==> config.mk <==
export PLATFORM = sky130hd
export DESIGN_NAME = key_debounce
export DESIGN_NICKNAME = d
export VERILOG_FILES = /design/src/rtl/board_io_pkg.sv /design/src/rtl/ev_fifo.sv /design/src/rtl/key_debounce.sv
export SDC_FILE = /design/constraint.sdc
export NUM_CORES = 1
export LEC_CHECK = 0
export CORE_MARGIN = 5
export CORE_UTILIZATION = 33
export DETAILED_ROUTE_END_ITERATION = 8
export GPL_TIMING_DRIVEN = 0
export SYNTH_ARGS = -nofsm -noshare
export SYNTH_HDL_FRONTEND = slang
export SYNTH_SLANG_ARGS = --single-unit
==> constraint.sdc <==
create_clock -name clk -period 6 [get_ports clk]
set_clock_uncertainty 0.15 [all_clocks]
set_input_delay 0.6 -clock clk [delete_from_list [all_inputs] [get_ports clk]]
set_output_delay 0.6 -clock clk [all_outputs]
set_load 0.05 [all_outputs]
==> src/rtl/board_io_pkg.sv <==
// Shared board I/O types: width of a key index and the event record
// carried from the debouncer to its consumer.
package board_io_pkg;
  localparam int KEY_CODE_W = 4;

  typedef struct packed {
    logic [KEY_CODE_W-1:0] code;
    logic                  press;
  } key_event_t;
endpackage

==> src/rtl/ev_fifo.sv <==
// Small event queue: push/full on the write side, valid/ready on the read side.
// Read data reads as zero while the queue is empty.
module ev_fifo
  import board_io_pkg::*;
#(
  parameter int DEPTH = 4
) (
  input  logic       clk,
  input  logic       rst,
  input  logic       push_i,
  input  key_event_t data_i,
  output logic       full_o,
  output logic       valid_o,
  input  logic       ready_i,
  output key_event_t data_o
);
  localparam int AW = (DEPTH > 1) ? $clog2(DEPTH) : 1;
  localparam int CW = $clog2(DEPTH + 1);

  logic [AW-1:0] wr_q, wr_d, rd_q, rd_d;
  logic [CW-1:0] cnt_q, cnt_d;
  key_event_t    mem_q [DEPTH];
  logic          do_push, do_pop;

  function automatic logic [AW-1:0] nextPtr(input logic [AW-1:0] p);
    return (p == AW'(DEPTH - 1)) ? '0 : p + AW'(1);
  endfunction

  assign valid_o = (cnt_q != '0);
  assign full_o  = (cnt_q == CW'(DEPTH));
  assign do_pop  = valid_o && ready_i;
  // A pop in the same cycle frees the slot, so a full queue can still accept.
  assign do_push = push_i && (!full_o || do_pop);
  assign data_o  = valid_o ? mem_q[rd_q] : '0;

  always_comb begin
    wr_d  = wr_q;
    rd_d  = rd_q;
    cnt_d = cnt_q;
    if (do_push) wr_d = nextPtr(wr_q);
    if (do_pop)  rd_d = nextPtr(rd_q);
    if (do_push && !do_pop)      cnt_d = cnt_q + CW'(1);
    else if (!do_push && do_pop) cnt_d = cnt_q - CW'(1);
  end

  always_ff @(posedge clk or negedge rst) begin
    if (!rst) begin
      wr_q  <= '0;
      rd_q  <= '0;
      cnt_q <= '0;
    end else begin
      wr_q  <= wr_d;
      rd_q  <= rd_d;
      cnt_q <= cnt_d;
    end
  end

  always_ff @(posedge clk) begin
    if (do_push) mem_q[wr_q] <= data_i;
  end
endmodule

==> src/rtl/key_debounce.sv <==
// Key debouncer: synchronizes raw keys, accepts a level change after it has been
// seen on STABLE_CNT consecutive sample ticks, and queues press/release events.
module key_debounce
  import board_io_pkg::*;
#(
  parameter int KEY_NUM    = 16,
  parameter int SAMPLE_DIV = 100,
  parameter int STABLE_CNT = 4,
  parameter int FIFO_DEPTH = 4
) (
  input  logic                  clk,
  input  logic                  rst,
  input  logic [KEY_NUM-1:0]    key_in,
  output logic [KEY_NUM-1:0]    key_state,
  output logic                  ev_valid,
  input  logic                  ev_ready,
  output logic [KEY_CODE_W-1:0] ev_code,
  output logic                  ev_press,
  output logic                  ev_overflow
);
  localparam int PW = (SAMPLE_DIV > 1) ? $clog2(SAMPLE_DIV) : 1;
  localparam int SW = (STABLE_CNT > 1) ? $clog2(STABLE_CNT) : 1;

  logic [KEY_NUM-1:0] sync1_q, sync2_q;
  logic [PW-1:0]      div_q, div_d;
  logic [SW-1:0]      stab_q [KEY_NUM];
  logic [SW-1:0]      stab_d [KEY_NUM];
  logic [KEY_NUM-1:0] state_q, state_d, pend_q, pend_d;
  logic [KEY_NUM-1:0] toggle, lowest, pushed;
  logic               ovf_q, ovf_d, tick, push, fifo_full;
  key_event_t         push_ev, pop_ev;

  always_ff @(posedge clk or negedge rst) begin
    if (!rst) begin
      sync1_q <= '0;
      sync2_q <= '0;
      div_q   <= '0;
      state_q <= '0;
      pend_q  <= '0;
      ovf_q   <= 1'b0;
      for (int k = 0; k < KEY_NUM; k++) stab_q[k] <= '0;
    end else begin
      sync1_q <= key_in;
      sync2_q <= sync1_q;
      div_q   <= div_d;
      stab_q  <= stab_d;
      state_q <= state_d;
      pend_q  <= pend_d;
      ovf_q   <= ovf_d;
    end
  end

  // Any tick on which the synced level agrees with key_state restarts the count.
  always_comb begin
    tick   = (div_q == PW'(SAMPLE_DIV - 1));
    div_d  = tick ? '0 : div_q + PW'(1);
    stab_d = stab_q;
    toggle = '0;
    if (tick) begin
      for (int k = 0; k < KEY_NUM; k++) begin
        if (sync2_q[k] != state_q[k]) begin
          if (stab_q[k] == SW'(STABLE_CNT - 1)) begin
            toggle[k] = 1'b1;
            stab_d[k] = '0;
          end else begin
            stab_d[k] = stab_q[k] + SW'(1);
          end
        end else begin
          stab_d[k] = '0;
        end
      end
    end
    state_d = state_q ^ toggle;
  end

  // A second change before the first was queued cancels both and marks the loss.
  always_comb begin
    lowest  = pend_q & (~pend_q + KEY_NUM'(1));
    push_ev = '0;
    for (int k = 0; k < KEY_NUM; k++) begin
      if (lowest[k]) push_ev.code = KEY_CODE_W'(k);
    end
    push_ev.press = |(lowest & state_q);
    push   = (pend_q != '0) && (!fifo_full || (ev_valid && ev_ready));
    pushed = push ? lowest : '0;
    pend_d = (pend_q & ~pushed) ^ toggle;
    ovf_d  = ovf_q | (|(pend_q & ~pushed & toggle));
  end

  ev_fifo #(
    .DEPTH (FIFO_DEPTH)
  ) u_fifo (
    .clk     (clk),
    .rst     (rst),
    .push_i  (push),
    .data_i  (push_ev),
    .full_o  (fifo_full),
    .valid_o (ev_valid),
    .ready_i (ev_ready),
    .data_o  (pop_ev)
  );

  assign key_state   = state_q;
  assign ev_overflow = ovf_q;
  assign ev_code     = pop_ev.code;
  assign ev_press    = pop_ev.press;
endmodule

Yosys cells after proc, flatten, opt, wreduce, memory -nomap -nowiden
Memories as Yosys holds them, arrays and structs flattened.
Cells that the tools add are included.
- memories kept: 1
- output and inout port bits: 23
- logic and storage cells: 196
- memory bits (writable): 20
- register bits after elaboration: 111
- bits of input ports: 19
- memories (name ; depth ; bits a word ; rd ports ; clocked after Yosys merged registers in ; write ports ; line ; RTL):
    u_fifo.mem_q ; 4 ; 5 ; 1 ; 0 ; 1 ; ev_fifo.sv:22 ; key_event_t mem_q [DEPTH];
- $add $sub $neg: 22
- reductions and logical operators: 14
- multiplexer cells: 89
- bitwise logic cells: 9
- equal/unequal tests: 36
- operators by type and width (kind ; number):
    $mux W2 ; 35
    $and A16 B16 Y16 ; 4
    $mux W4 ; 13
    $add A2 B1 Y2 const B ; 18
    $eq A2 B2 Y1 const B ; 18
    $mux W1 ; 35
    $mux W16 ; 2
    $not A16 Y16 ; 2
    $reduce_or A16 Y1 ; 2
    $xor A16 B16 Y16 ; 2
    $add A16 B1 Y16 const B ; 1
    $ne A1 B1 Y1 ; 16
    $reduce_bool A16 Y1 ; 1
    $add A7 B1 Y7 const B ; 1
    $eq A7 B7 Y1 const B ; 1
    $mux W7 ; 1
    $mux W3 ; 2
    $logic_and A1 B1 Y1 ; 5
    $mux W5 ; 1
    $add A3 B1 Y3 const B ; 1
    $eq A3 B3 Y1 const B ; 1
    $logic_not A1 Y1 ; 3
    $reduce_bool A3 Y1 ; 1
    $sub A3 B1 Y3 const B ; 1
    other kinds (3) ; 3

Logic depth before layout (Yosys ltp)
- word-level depth: 18
- depth in mapped cells: 11
- gate-level depth less buffers: 9

By module
From an unflattened synthesis, not the netlist that was laid out.
- cell total of the unflattened synthesis: 492
- area total of the unflattened synthesis: 5865.6 um2
- modules (own cells, without submodules) (module ; area an instance (um2) ; cells an instance ; instances ; sequential area each (um2)):
    key_debounce ; 4665.7 ; 423 ; 1 ; 2602.5
    ev_fifo ; 1199.9 ; 69 ; 1 ; 775.7

Least setup slack after synthesis
No wires, ideal clock.
- path kind: register to register
- start point: register div_q[0]
- end point: register ovf_q (netlist: ev_overflow)
- data required time: 5.711 ns
- buffers on the path: 2
- stages on the path, launching flop included: 11
- clock period less this slack: 2.576 ns
- arrival time: 2.287 ns
- setup time: 0.139 ns
- setup slack: 3.424 ns
- cells stage by stage: dfrtp_1 -> ha_1 -> nand2b_1 -> and2b_1 -> buf_2 -> buf_2 -> and3_1 -> ha_1 -> nor4_1 -> nand4_1 -> or4_1
- longest elaborated chain between the ends: 5
- RTL lines (element ; line ; RTL):
    from (decl) ; key_debounce.sv:25 ; logic [PW-1:0] div_q, div_d;
    from (signal assigned) ; key_debounce.sv:45 ; div_q <= div_d;
    $eq A7 B7 Y1 ; key_debounce.sv:55 ; tick = (div_q == PW'(SAMPLE_DIV - 1));
    $mux W16 ; key_debounce.sv:59 ; if (tick) begin
    $and A16 B16 Y16 ; key_debounce.sv:87 ; ovf_d = ovf_q | (|(pend_q & ~pushed & toggle));
    $reduce_or A16 Y1 ; key_debounce.sv:87 ;
    $or A1 B1 Y1 ; key_debounce.sv:87 ;
    via ovf_d ; key_debounce.sv:30 ; logic ovf_q, ovf_d, tick, push, fifo_full;
    to (signal assigned) ; key_debounce.sv:49 ; ovf_q <= ovf_d;
    to (decl) ; key_debounce.sv:30 ;
The timed path passes the listed nets, and every way through them passes these cells.
A chain may end at the register's enable or synchronous reset.

Worst setup path in the final report
- start point: register u_fifo.rd_q[0]
- end point: output port ev_code[0]
- longest elaborated chain between the ends: 2
- RTL lines (element ; line ; RTL):
    from (decl) ; ev_fifo.sv:20 ; logic [AW-1:0] wr_q, wr_d, rd_q, rd_d;
    from (signal assigned) ; ev_fifo.sv:53 ; rd_q <= rd_d;
    $mem_v2 Z4 W5 ; -- ;
    $mux W5 ; ev_fifo.sv:34 ; assign data_o = valid_o ? mem_q[rd_q] : '0;
    to (decl) ; key_debounce.sv:17 ; output logic [KEY_CODE_W-1:0] ev_code,
No other way between the ends.

==> results.yml <==
run_status:
  run_status: "finished clean"
clock_tree:
  cts-resized-gates: 0
  clock_latency_ps: 420
  cts_num_sinks: 131
  cts_hold_repair.buffers: 0
  tritoncts.num_buffers: 17
  cts_tree: "done"
  path_clk_slew_ps: 60
  clk_path_buf_depth: 2
  ctsHtreeMaxLevel: 4
  root_buffer: "clkbuf_16"
  post_cts_buffers: 0
sta:
  final_critical_path_setup_slack_ps: 2610
  timing_hold_violations_final: 0
  achievable-frequency_mhz: 295
  setup_violations: 0
  fin_worst_hold_slack_ps: 20.2
  max_slew.worst_pin.slew_ps: 825
  finalCriticalPeriod_ps: 3390
  timing_max_transition_violations_final: 0
  grt_setup_unrepaired: "no"
  layout_worst_path_cycle_share_pct: 56.4
  accumulated_negative_setup_slack_ps: 0
  slew_headroom_pct: 44.2
placed_design:
  pre_cts_slack_ps: 2740
  gp_routability_congestion: 0.835
  post_place_cell_area_sq_um: 6600
  port_buffers: 41
  hpwlAfterDp_mm: 8.93
  placed_cells_incl_taps: 760
logic_synthesis:
  yosys_warnings: 0
  yosysTopAreaCell: "dfrtp_1"
  syn-mean-instance-area_sq_um: 11.9
  synth.lib_cells_used.distinct: 49
  yosysSeqAreaShare_pct: 57.4
  netlist.area_leader.share_pct: 47.2
  synth_adder_area_share_pct: 8.63
  yosys-mux-area-fraction_pct: 5.74
  async_flop_share_pct: 84.7
  ys_seq_elements: 131
  synthesis.area_sq_um: 5890
  post_synth_and_or_nand_nor_area_fraction_pct: 16.4
  dominant_combinational_cell_family_by_area_after_synthesis: "simple AND/OR/NAND/NOR gates"
  synthesis.instances: 493
  netlist_top_cells_area: "dfrtp_1 (47%), edfxtp_1 (10%), ha_1 (8.3%)"
  synth_compound_area_share_pct: 6.63
  synth_xor_area_share_pct: 3.27
  number_of_flops_mapped_to_enable_cells_by_yosys: 20
  yosys_most_used_dff: "dfrtp_1"
  mappedNetlistNets: 552
detailed_routing:
  drcViolationCount: 0
  first_pass_iters: 4
  dr_total_vias: 3890
  initialDrtViolationCount: 328
  wirelength_mm: 12.4
  drtAntennaViolNets: 0
  wl_per_cell_microns: 15.7
  post_dr_vias_cell: 4.91
final_layout:
  layout-drive-gt1-share_pct: 13.2
  layoutNonFillerInstCount: 792
  nNetsFinal: 613
  syn2layout_area_growth_pct: 21.7
  postLayoutCellArea_sq_um: 7160
  n_antenna_cell: 0
  mostFrequentLayoutCell: "dfrtp_1"
  layout_common_cells: "dfrtp_1 (111), nand2_1 (89), clkdlybuf4s50_1 (40), ha_1 (39), nand3_1 (21)"
setup_path:
  critPathCapture: "ev_code[0]"
  timing.critical_path.depth: 4
  regToRegStartpoint: "pend_q[0]$_DFF_PN0_"
  critical_path.endpoint_type: "output pin"
  critical-path-max-stage-delay_ps: 690
  worstReg2RegEnd: "ev_overflow$_DFF_PN0_"
  r2r_slack_ps: 2980
  ff2ff_path_depth: 9
  crit_required_ps: 5250
  crit_family: "buffers and inverters"
  criticalPathCategory: "flip-flop to output pin"
  setup.worst_path.start: "u_fifo.rd_q[0]$_DFFE_PN0P_"
  critPathMaxFanout: 7
  timing.critical_path.arrival_ps: 2640
  critical_path.startpoint_type: "flip-flop"
  worstPathCellList: "clkbuf_1 -> mux4_2 -> and2_1 -> clkdlybuf4s50_1"
  cp_slowest_cell: "clkdlybuf4s50_1"
  critical_path.n_buffers_inverters: 2
power:
  powerDensity_nw_per_um2: 306
  switching_share_pct: 26.4
  share_clk_of_total_power_pct: 44.4
  p_int_mw: 1.61
  power_frac_comb_pct: 11.9
  share_seq_of_total_power_pct: 43.7
  static-leakage-power_nw: 3.39
  switching_power_mw: 0.580
  vdd_ir_drop_max_v: 0.000225
floorplanning:
  die_height_microns: 144
  dieArea_sq_um: 20600
  chipWidth_microns: 144
  placement_rows: 48
  design.portCount: 42
  floorplan.core_area_sq_um: 17400
  initial_utilization_pct: 33.8
grt:
  grt_pass1_wl_mm: 20.9
  grt_start_max_net_pins: 70
  global_route.overflow_total: 0
  grt_util_all_layers_pct: 13.2
  grt_pass1_vias: 4127
  initial_antenna_violation_count: 0
job:
  max-cap-violations: 0
min_path:
  path_class_of_the_lowest_slack_min_delay_path: "primary input to asynchronous set/reset pin"
area by class of cell:
class | count | area, sq um
plain buffers | 18 | 90.1
clock buffers | 17 | 425
clock inverters | 15 | 133
fillers | 1619 | 10300
inverters | 7 | 26.3
multi-input cells | 337 | 2390
flip-flops and latches | 131 | 3380
well taps | 225 | 282
repair buffers | 42 | 435
metal layers:
layer	vias to the layer above	global-route usage (%)	part of all wire [%]	routed length [microns]
li1	1870	-	-	-
met1	1928	16.4	44	5440
met2	70	21.1	49	6110
met3	22	4.79	5.1	628
met4	0	4.81	1.9	241
met5	-	0	0	0
worst min path at each step:
stage                                startpoint                         end  cells past startpoint
after floorplan                             rst          div_q[0]$_DFF_PN0_                      0
after global placement    sync1_q[14]$_DFF_PN0_       sync2_q[14]$_DFF_PN0_                      0
after detailed placement  sync1_q[10]$_DFF_PN0_       sync2_q[10]$_DFF_PN0_                      0
after CTS                                   rst  u_fifo.rd_q[0]$_DFFE_PN0P_                      1
after global routing                        rst  u_fifo.rd_q[0]$_DFFE_PN0P_                      1
final                                       rst  u_fifo.rd_q[0]$_DFFE_PN0P_                      1
worst register-to-register path, cell delays in order (launching register included):
cell and delay [ps]:
dfrtp_1 380, buf_6 130, nor4_1 480, nand3b_1 230, nor2_1 260, a21boi_0 150
ha_1 220, nor4_1 340, nand4_1 150, or4_1 410
Yosys cell counts, types with 2 or more instances:
| library cell | number |
|---|---|
| inv_1 | 7 |
| clkbuf_1 | 10 |
| a21oi_1 | 7 |
| nor3_1 | 5 |
| nand3_1 | 21 |
| nand2b_1 | 4 |
| nand4_1 | 2 |
| nor2b_1 | 3 |
| a221oi_1 | 3 |
| o21a_1 | 3 |
| nand2_1 | 89 |
| buf_2 | 6 |
| or2_2 | 2 |
| and2_1 | 13 |
| a21boi_0 | 8 |
| buf_6 | 2 |
| xor2_1 | 19 |
| o31ai_1 | 17 |
| ha_1 | 39 |
| mux2_2 | 20 |
| o211ai_1 | 2 |
| o21ai_0 | 7 |
| nand3b_1 | 4 |
| xnor2_1 | 3 |
| edfxtp_1 | 20 |
| nor2_1 | 16 |
| and3_1 | 19 |
| mux4_2 | 5 |
| dfrtp_1 | 111 |
| nor4_1 | 7 |
power by group through the flow:
stage          Combinational (mW)  Sequential [mW]  Clock (mW)
3_5_place_dp                0.265            0.976           0
5_1_grt                     0.286            0.963        1.05
2_1_floorplan               0.176            0.966           0
4_1_cts                     0.268            0.960       0.998
6_report                    0.262            0.959       0.974
3_3_place_gp                0.254            0.972           0
flip-flops by register name (all words and copies together), names as in the netlist, 2 cells and up:
| name | flops |
|---|---|
| stab_q | 32 |
| u_fifo.cnt_q | 3 |
| div_q | 7 |
| sync2_q | 16 |
| u_fifo.mem_q | 20 |
| u_fifo.rd_q | 2 |
| u_fifo.wr_q | 2 |
| sync1_q | 16 |
| pend_q | 16 |
| key_state | 16 |
per-stage QoR:
stage          util, %  power, mW
6_report          41.1       2.19
5_1_grt           41.1       2.30
4_1_cts           41.1       2.23
3_5_place_dp      37.9       1.24
3_3_place_gp      37.8       1.23
2_1_floorplan        -       1.14
cells by family (layout without fill, tap and decap cells):
family	count (synthesis)	in the layout
flip-flops	131	131
XOR/XNOR	22	22
adder cells (fa/ha/maj)	40	40
AND/OR/NAND/NOR	195	195
AO/OA/AOI/OAI	55	55
buffers and inverters	25	99
multiplexers	25	25
Note: power is estimated with default switching activity, not from simulation.
